===== config.mk =====
export PLATFORM = sky130hd
export DESIGN_NAME = moving_avg_filter
export DESIGN_NICKNAME = d
export VERILOG_FILES = /design/src/rtl/filter_pkg.sv /design/src/rtl/round_shift.sv /design/src/rtl/moving_avg_filter.sv
export SDC_FILE = /design/constraint.sdc
export NUM_CORES = 1
export LEC_CHECK = 0
export BUFFER_PORTS_ARGS = -buffer_cell sky130_fd_sc_hd__buf_4
export CAP_MARGIN = 5
export CELL_PAD_IN_SITES_DETAIL_PLACEMENT = 1
export CELL_PAD_IN_SITES_GLOBAL_PLACEMENT = 1
export CORE_ASPECT_RATIO = 0.8
export CORE_MARGIN = 2
export CORE_UTILIZATION = 45
export CTS_CLUSTER_DIAMETER = 30
export DETAILED_ROUTE_END_ITERATION = 6
export GPL_TIMING_DRIVEN = 0
export PLACE_DENSITY_LB_ADDON = 0.1
export SYNTH_ARGS = -nofsm -noshare
export SYNTH_HDL_FRONTEND = slang
export SYNTH_HIERARCHICAL = 1
export SYNTH_SLANG_ARGS = --single-unit

===== constraint.sdc =====
create_clock -name clk -period 13.27 [get_ports clk]
set_input_delay 2.654 -clock clk [delete_from_list [all_inputs] [get_ports clk]]
set_output_delay 2.654 -clock clk [all_outputs]
set_load 0.02 [all_outputs]

===== src/rtl/filter_pkg.sv =====
// filter_pkg: shared sizing helpers and filt_sel clamp for the moving-average filter
package filter_pkg;
  localparam int BIT_WIDTH_DEF = 16;
  localparam int MAX_LOG2_DEF  = 5;
  localparam int SEL_WIDTH_DEF = 3;
  function automatic int max_taps(input int max_log2);
    return 1 << max_log2;
  endfunction
  function automatic int acc_width(input int bit_width, input int max_log2);
    return bit_width + max_log2;
  endfunction
  function automatic int sel_width(input int max_log2);
    return $clog2(max_log2 + 1);
  endfunction
  function automatic int clamp_sel(input int sel, input int max_log2);
    return (sel > max_log2) ? max_log2 : sel;
  endfunction
endpackage


===== src/rtl/round_shift.sv =====
// round_shift: round-half-up arithmetic right shift of the running sum by k
module round_shift #(
  parameter int ACC_WIDTH = 21,
  parameter int BIT_WIDTH = 16,
  parameter int K_WIDTH   = 3
) (
  input  logic signed [ACC_WIDTH-1:0] acc,
  input  logic        [K_WIDTH-1:0]   k,
  output logic signed [BIT_WIDTH-1:0] q
);
  logic signed [ACC_WIDTH-1:0] half;
  assign half = (k == '0) ? '0 : ACC_WIDTH'(1) << (k - K_WIDTH'(1));
  assign q = BIT_WIDTH'((acc + half) >>> k);
endmodule


===== src/rtl/moving_avg_filter.sv =====
// moving_avg_filter: run-time selectable 2^k boxcar average over signed samples,
// running-sum accumulator, two-stage valid pipeline, priming flag and window-change flush.
module moving_avg_filter
  import filter_pkg::*;
#(
  parameter int BIT_WIDTH = BIT_WIDTH_DEF,
  parameter int MAX_LOG2  = MAX_LOG2_DEF,
  parameter int SEL_WIDTH = SEL_WIDTH_DEF
) (
  input  logic                                clk,
  input  logic                                rst_n,
  input  logic                                sclr,
  input  logic [SEL_WIDTH-1:0]                filt_sel,
  input  logic                                in_valid,
  input  logic signed [BIT_WIDTH-1:0]         d,
  output logic                                out_valid,
  output logic signed [BIT_WIDTH-1:0]         q,
  output logic                                out_primed,
  output logic [sel_width(MAX_LOG2)-1:0]      active_sel
);
  localparam int TAPS = max_taps(MAX_LOG2);
  localparam int AW   = acc_width(BIT_WIDTH, MAX_LOG2);
  localparam int SW   = sel_width(MAX_LOG2);
  localparam int FW   = MAX_LOG2 + 1;
  logic signed [BIT_WIDTH-1:0] hist_q [TAPS];
  logic signed [BIT_WIDTH-1:0] hist_d [TAPS];
  logic signed [AW-1:0]        acc_q, acc_d;
  logic [FW-1:0]               fill_q, fill_d;
  logic [SW-1:0]               active_sel_q, active_sel_d, k1_q, k1_d, sel_c;
  logic                        v1_q, v1_d, p1_q, p1_d;
  logic                        out_valid_q, out_valid_d, out_primed_q, out_primed_d;
  logic signed [BIT_WIDTH-1:0] q_q, q_d, x_old, rs_q;
  logic [MAX_LOG2-1:0]         tap;
  logic                        chg, accept, v2;
  assign sel_c  = SW'(clamp_sel(int'(filt_sel), MAX_LOG2));
  assign tap    = MAX_LOG2'((1 << active_sel_q) - 1);
  assign x_old  = hist_q[tap];
  assign chg    = sclr || (sel_c != active_sel_q);
  assign accept = in_valid && !sclr;
  assign v2     = v1_q && !sclr;
  round_shift #(.ACC_WIDTH(AW), .BIT_WIDTH(BIT_WIDTH), .K_WIDTH(SW)) u_round (
    .acc(acc_q),
    .k  (k1_q),
    .q  (rs_q)
  );
  always_comb begin
    hist_d       = hist_q;
    acc_d        = acc_q;
    fill_d       = fill_q;
    active_sel_d = active_sel_q;
    v1_d         = 1'b0;
    k1_d         = k1_q;
    p1_d         = p1_q;
    out_valid_d  = v2;
    q_d          = v2 ? rs_q : q_q;
    out_primed_d = v2 ? p1_q : out_primed_q;
    if (chg) begin
      for (int i = 0; i < TAPS; i++) hist_d[i] = '0;
      acc_d        = '0;
      fill_d       = '0;
      active_sel_d = sel_c;
    end
    // a sample coinciding with a window change seeds the fresh history
    if (accept) begin
      hist_d[0] = d;
      for (int i = 1; i < TAPS; i++) hist_d[i] = chg ? '0 : hist_q[i-1];
      acc_d  = chg ? AW'(d) : acc_q + AW'(d) - AW'(x_old);
      fill_d = chg ? FW'(1) : (fill_q == FW'(TAPS)) ? fill_q : fill_q + FW'(1);
      v1_d   = 1'b1;
      k1_d   = active_sel_d;
      p1_d   = fill_d >= (FW'(1) << active_sel_d);
    end
  end
  always_ff @(posedge clk or negedge rst_n) begin
    if (!rst_n) begin
      for (int i = 0; i < TAPS; i++) hist_q[i] <= '0;
      acc_q        <= '0;
      fill_q       <= '0;
      active_sel_q <= '0;
      v1_q         <= 1'b0;
      k1_q         <= '0;
      p1_q         <= 1'b0;
      out_valid_q  <= 1'b0;
      q_q          <= '0;
      out_primed_q <= 1'b0;
    end else begin
      hist_q       <= hist_d;
      acc_q        <= acc_d;
      fill_q       <= fill_d;
      active_sel_q <= active_sel_d;
      v1_q         <= v1_d;
      k1_q         <= k1_d;
      p1_q         <= p1_d;
      out_valid_q  <= out_valid_d;
      q_q          <= q_d;
      out_primed_q <= out_primed_d;
    end
  end
  assign out_valid  = out_valid_q;
  assign q          = q_q;
  assign out_primed = out_primed_q;
  assign active_sel = active_sel_q;
endmodule


Word level (Yosys, flattened, before mapping). Index checks and enable logic that the tools add are counted.

Flip-flop bits (word level): 565. Latch bits: 0. Memory bits (writable): 0. Bits in read-only memories: 0. Input port bits: 23. Output and inout port bits: 21. Word-level logic and storage cells: 110. Memories: 0.

$add $sub $neg: 6. Multiply operators: 0. Div/mod/pow operators: 0. Order comparisons: 3. Equal/unequal tests: 2. Shift operators: 4. Multiplexer cells: 47. Bitwise operators: 1. Reduce and logical (&&, ||, !) cells: 6.

Operators with widths (number): 512-bit 2-to-1 mux (2); 16-bit 2-to-1 mux (33); 21-bit 2-to-1 mux (4); 16-bit binary-select mux with 5-bit select (1); 6-bit 2-to-1 mux (4); 21-bit by 16-bit adder with 21-bit output (1); 21-bit adder (1); 1-bit by 3-bit << shifter with 21-bit output (first input constant) (1); 21-bit by 3-bit >>> shifter with 16-bit output (1); 21-bit by 16-bit subtractor with 21-bit output (1); 6-bit by 1-bit adder with 6-bit output (second input constant) (1); 6-bit == test (second input constant) (1); 6-bit >= comparator (1); 6-bit >= comparator (second input constant) (1); 3-bit 2-to-1 mux (2); 5-bit inverter with 6-bit output (1); 1-bit by 3-bit << shifter with 6-bit output (first input constant) (1); 1-bit by 3-bit << shifter with 5-bit output (first input constant) (1); 5-bit by 2-bit subtractor with 5-bit output (second input constant) (1); 3-bit > comparator (second input constant) (1); 3-bit logical NOT (1); 3-bit inequality test (1); 3-bit by 1-bit subtractor with 3-bit output (second input constant) (1); 1-bit logical AND (2); 4 further kinds (4).

Longest topological paths before layout.
Depth after elaboration: 9. Gate-level depth with buffers: 21. Depth with buffers taken out: 17.

Hierarchy. Netlist, hierarchy kept.

Modules (own cells, without submodules): moving_avg_filter (times used 1, cells an instance 1930, area each 25654.6 sq um, sequential area each 14138.6 sq um); round_shift (times used 1, cells an instance 222, area each 1617.8 sq um, sequential area each 0.0 sq um).

Worst setup path after synthesis. OpenSTA, ideal clock, no wires.

Path type: flip-flop to flip-flop. From: reg active_sel_q[0] (netlist: active_sel[0]). To: reg acc_q[15]. Library setup time: 0.096 ns. Data arrival time: 5.060 ns. Data required time: 13.174 ns. Path slack: 8.115 ns. Stages on the path, launching flop included: 21. Buffers on the path: 5. Period minus slack after synthesis: 5.155 ns. Cells stage by stage: dfrtp_1 buf_6 nor3_2 buf_2 buf_4 inv_1 ha_1 clkbuf_1 clkbuf_1 mux4_2 nand2_1 nand3_1 nand3_1 fa_1 ha_1 a21oi_1 and2_1 a211oi_1 o31ai_1 and3_1 o31ai_1.

Cells in the longest elaborated chain, start to end: 9. Elaborated cells on any way between the ends: 12. Classes of those cells: 2 x add/sub; 1 x eq/ne; 1 x shift; 5 x mux; 1 x bitwise; 2 x reduce/logical.

RTL lines: from (decl) (line moving_avg_filter.sv:29) `logic [SW-1:0] active_sel_q, active_sel_d, k1_q, k1_d, sel_c;`; from (signal assigned) (line moving_avg_filter.sv:90) `active_sel_q <= active_sel_d;`; 1-bit by 3-bit << shifter with 5-bit output (line moving_avg_filter.sv:36) `assign tap = MAX_LOG2'((1 << active_sel_q) - 1);`; 5-bit by 2-bit subtractor with 5-bit output (line moving_avg_filter.sv:36); 5-bit inverter with 6-bit output (not written as such) (line moving_avg_filter.sv:37) `assign x_old = hist_q[tap];`; 16-bit binary-select mux with 5-bit select (line moving_avg_filter.sv:37); 16-bit 2-to-1 mux (not written as such) (2 in a row) (line moving_avg_filter.sv:37); 21-bit by 16-bit subtractor with 21-bit output (line moving_avg_filter.sv:67) `acc_d = chg ? AW'(d) : acc_q + AW'(d) - AW'(x_old);`; 21-bit 2-to-1 mux (line moving_avg_filter.sv:67); 21-bit 2-to-1 mux (line moving_avg_filter.sv:64) `if (accept) begin`; to (signal assigned) (line moving_avg_filter.sv:77) `acc_q <= '0;`; to (signal assigned) (line moving_avg_filter.sv:88) `acc_q <= acc_d;`; to (decl) (line moving_avg_filter.sv:27) `logic signed [AW-1:0] acc_q, acc_d;`.

Several ways; a longest one is shown, not always the timed one. The select of a mux whose other input is x is not followed. A chain may end at the register's enable or synchronous reset.

Worst setup path in the final report.
From: reg active_sel_q[1] (netlist: active_sel[1]). To: reg acc_q[16].

The elaborated chain is that of the path after synthesis.

==> load_flow_metrics.sql <==
INSERT INTO impl_metrics (metric_group, metric, value, unit) VALUES
('cts', 'clock_insertion_delay_worst_skew', '680', 'ps'),
('layout', 'stdcell_area', '0.03286', 'sq mm'),
('layout', 'commonest_non_fill_non_tap_cells_in_the_layout', '565 x dfrtp_1, 512 x a22o_1, 159 x nand2_1', ''),
('timing', 'min_tclk_post_route', '7420', 'ps'),
('global_routing', 'maximum_number_of_pins_on_one_net_before_global_route_repair', '119', ''),
('timing', 'fmax', '134.8', 'MHz'),
('timing', 'clock_skews', '53.12', 'ps'),
('layout', 'areaGrowthSynthToFinish', '20.48', '%'),
('synth', 'synth-async-reset-ratio', '100.0', '%'),
('layout', 'nets', '2397', ''),
('route', 'drt-wirelength-per-cell', '27.30', 'microns'),
('setup_path', 'cp_data_required_time', '13810', 'ps'),
('route', 'avgViaCountPerCell', '6.392', ''),
('cts', 'cts-hold-fix-buffers', '0', ''),
('status', 'outcome', 'completed', ''),
('setup_path', 'timing.critical_path.to_type', 'flip-flop', ''),
('synth', 'syn_inst', '2152', ''),
('cts', 'tritoncts', 'yes', ''),
('route', 'wirelength', '87100', 'microns'),
('synth', 'synth_seq_area_share', '51.84', '%'),
('layout', 'layout.cells.most_common', 'dfrtp_1', ''),
('layout', 'antenna_cells', '0', ''),
('cts', 'post-cts-setup-buffers', '0', ''),
('cts', 'clk_transition_reported_paths', '50', 'ps'),
('floorplan', 'fp.dieArea', '0.06260', 'sq mm'),
('timing', 'rsz0062_at_grt', 'no', ''),
('pwr', 'internal_power_consumption', '4.040', 'mW'),
('global_routing', 'grt_pass1_vias', '21710', ''),
('pwr', 'total_leakage_power', '15.02', 'nW'),
('pwr', 'power.switching_fraction', '27.01', '%'),
('synth', 'synth.area.top_cells', 'dfrtp_1 52%, a22o_1 16%, mux4_2 9.3%', ''),
('synth', 'post-synth-top-area-cell', 'dfrtp_1', ''),
('global_routing', 'number_of_antenna_violations_at_the_first_check_in_global_routing', '1', ''),
('route', 'detailroute.via_count', '20390', ''),
('floorplan', 'core_area', '0.05976', 'sq mm'),
('cts', 'tritoncts.num_buffers', '114', ''),
('setup_path', 'timing.setup.critical_path_class', 'flip-flop to flip-flop', ''),
('synth', 'yosys_warnings', '6', ''),
('timing', 'timing_worst_slew_pin_value', '1218', 'ps'),
('route', 'dr.pass1.iters', '5', ''),
('synth', 'synth_seq_cells', '565', ''),
('layout', 'fillers', '5973', ''),
('cts', 'clock_tree.htree_level_count', '3', ''),
('timing', 'post-route-worst-setup-slack', '5850', 'ps'),
('synth', 'synth.cell_area', '0.02727', 'sq mm'),
('floorplan', 'site_row_count', '80', ''),
('timing', 'timing_hold_violations_final', '0', ''),
('pwr', 'cellPowerDensity', '168.5', 'mW/mm^2'),
('synth', 'avgSynthCellArea', '12.67', 'sq um'),
('pwr', 'clkPwrFrac', '55.2', '%'),
('synth', 'synth-edff-count', '0', ''),
('global_routing', 'groute.layer.met1.usage', '42.38', '%'),
('cts', 'ctsLongestPathBuffers', '3', ''),
('cts', 'numClockSinks', '565', ''),
('synth', 'synth.lib_cells_used.distinct', '81', ''),
('global_routing', 'globalRoute.totalOverflow', '0', ''),
('synth', 'synth_fp_nets', '2235', ''),
('global_routing', 'grt_util_all_layers', '28.53', '%'),
('timing', 'final.setup.tns', '0', 'ps'),
('floorplan', 'die_h', '224.2', 'microns'),
('setup_path', 'worst-path-max-fanout', '10', ''),
('cts', 'cts-root-buf', 'clkbuf_16', ''),
('route', 'drtAntennaViolNets', '0', ''),
('timing', 'slew_viol_final', '0', ''),
('run', 'max-cap-violations', '0', ''),
('floorplan', 'chipWidth', '279.2', 'microns'),
('layout', 'drive_gt1_share', '22.90', '%'),
('placement', 'hpwl', '62650', 'microns'),
('min_path', 'worstHoldPathType', 'flip-flop to flip-flop', ''),
('pwr', 'comb_power_share', '12.3', '%'),
('synth', 'yosys_most_used_dff', 'dfrtp_1', '');
power by group through the flow:
stage | Clock (mW) | Combinational (mW) | Sequential (mW)
after global routing | 3.18 | 0.742 | 1.80
after floorplan | 0 | 0.403 | 1.83
after detailed placement | 0 | 0.671 | 1.82
after CTS | 3.09 | 0.675 | 1.80
final | 3.06 | 0.682 | 1.80
after global placement | 0 | 0.649 | 1.82
cells by family after synthesis:
family | after synthesis | synth area share [%]
DFF | 565 | 51.84
buffers and inverters | 234 | 4.134
xor gates and xnor gates | 32 | 1.028
adders and majority gates | 60 | 3.331
AOI/OAI and AO/OA | 715 | 21.55
muxes | 165 | 11.35
other | 1 | 0.01375
and+or+nand+nor | 380 | 6.744
layout make-up:
| cell class | instances | area [sq um] | share of cell area [%] |
|---|---|---|---|
| well taps | 779 | 974.7 | 2.966 |
| multi-input cells | 1353 | 12010 | 36.54 |
| clock buffers | 143 | 3163 | 9.626 |
| repair buffers | 46 | 452.9 | 1.378 |
| clock inverters | 70 | 994.7 | 3.027 |
| flip-flops and latches | 565 | 14140 | 43.03 |
| inverters | 38 | 142.6 | 0.4341 |
| plain buffers | 196 | 984.7 | 2.997 |
critical path, cell delays in order (launching register included):
cell	delay, ps
dfrtp_1	520
nor3_2	430
buf_2	450
buf_4	330
inv_1	80
ha_1	340
clkbuf_1	680
clkbuf_1	750
mux4_2	460
nand2_1	90
nand3_1	150
nand3_1	290
fa_1	510
fa_1	430
a21oi_1	260
o221ai_1	340
a41oi_1	630
o31ai_1	180
xnor2_1	150
o21ai_0	220
path summary, 6_finish.rpt:
kind / from / end / slack [ps] / depth (start not counted)
worst max-delay path: active_sel[1] / acc_q[16] / 5850 / 19
worst min-delay path: k1_q[2] / k1_q[2] / 470 / 2
min in group asynchronous: rst_n / hist_q[200] / 1950 / 1
worst max register to register: active_sel[1] / acc_q[16] / 5850 / 19
max in group asynchronous: rst_n / fill_q[1] / 9780 / 3
worst min register to register: k1_q[2] / k1_q[2] / 470 / 2
layer usage:
metal	up-vias	part of all wire, %
li1	8700	-
met1	10930	46
met2	631	43
met3	127	8.2
met4	2	2.2
met5	-	0.021
synthesized netlist by cell type, types with 7 or more instances:
library cell / n
inv_1: 37
and2_1: 7
o21ai_0: 30
nor2b_1: 19
nor3_1: 23
nor2_1: 30
xor2_1: 15
fa_1: 21
mux2i_1: 27
mux2_2: 25
nand2_1: 159
and3_1: 14
buf_4: 18
o31ai_1: 7
clkbuf_1: 55
ha_1: 39
a21oi_1: 56
o22ai_1: 7
nand4_1: 12
a31oi_1: 26
nand2b_1: 10
mux4_2: 113
a21o_1: 10
o211ai_1: 9
a22o_1: 512
a211oi_1: 7
buf_2: 111
xnor2_1: 17
dfrtp_1: 565
nand3_1: 77
metrics by stage:
| step | util (%) | cells | power, mW | hold WS, ps |
|---|---|---|---|---|
| floorplan | - | 2152 | 2.233 | 444.4 |
| CTS | 54.99 | 3190 | 5.564 | 475.4 |
| finish | 54.99 | 3190 | 5.535 | 473.6 |
| global placement | 47.78 | 2972 | 2.471 | 466.0 |
| detailed placement | 48.03 | 2977 | 2.494 | 464.3 |
| global route | 54.99 | 3190 | 5.722 | 514.8 |
sequential cells by signal, summed over array words and instances (netlist names):
register	count
fill_q	6
active_sel	3
v1_q	1
q	16
p1_q	1
acc_q	21
k1_q	3
hist_q	512
out_primed	1
out_valid	1
No activity file was read; power rests on OpenSTA's default activity.
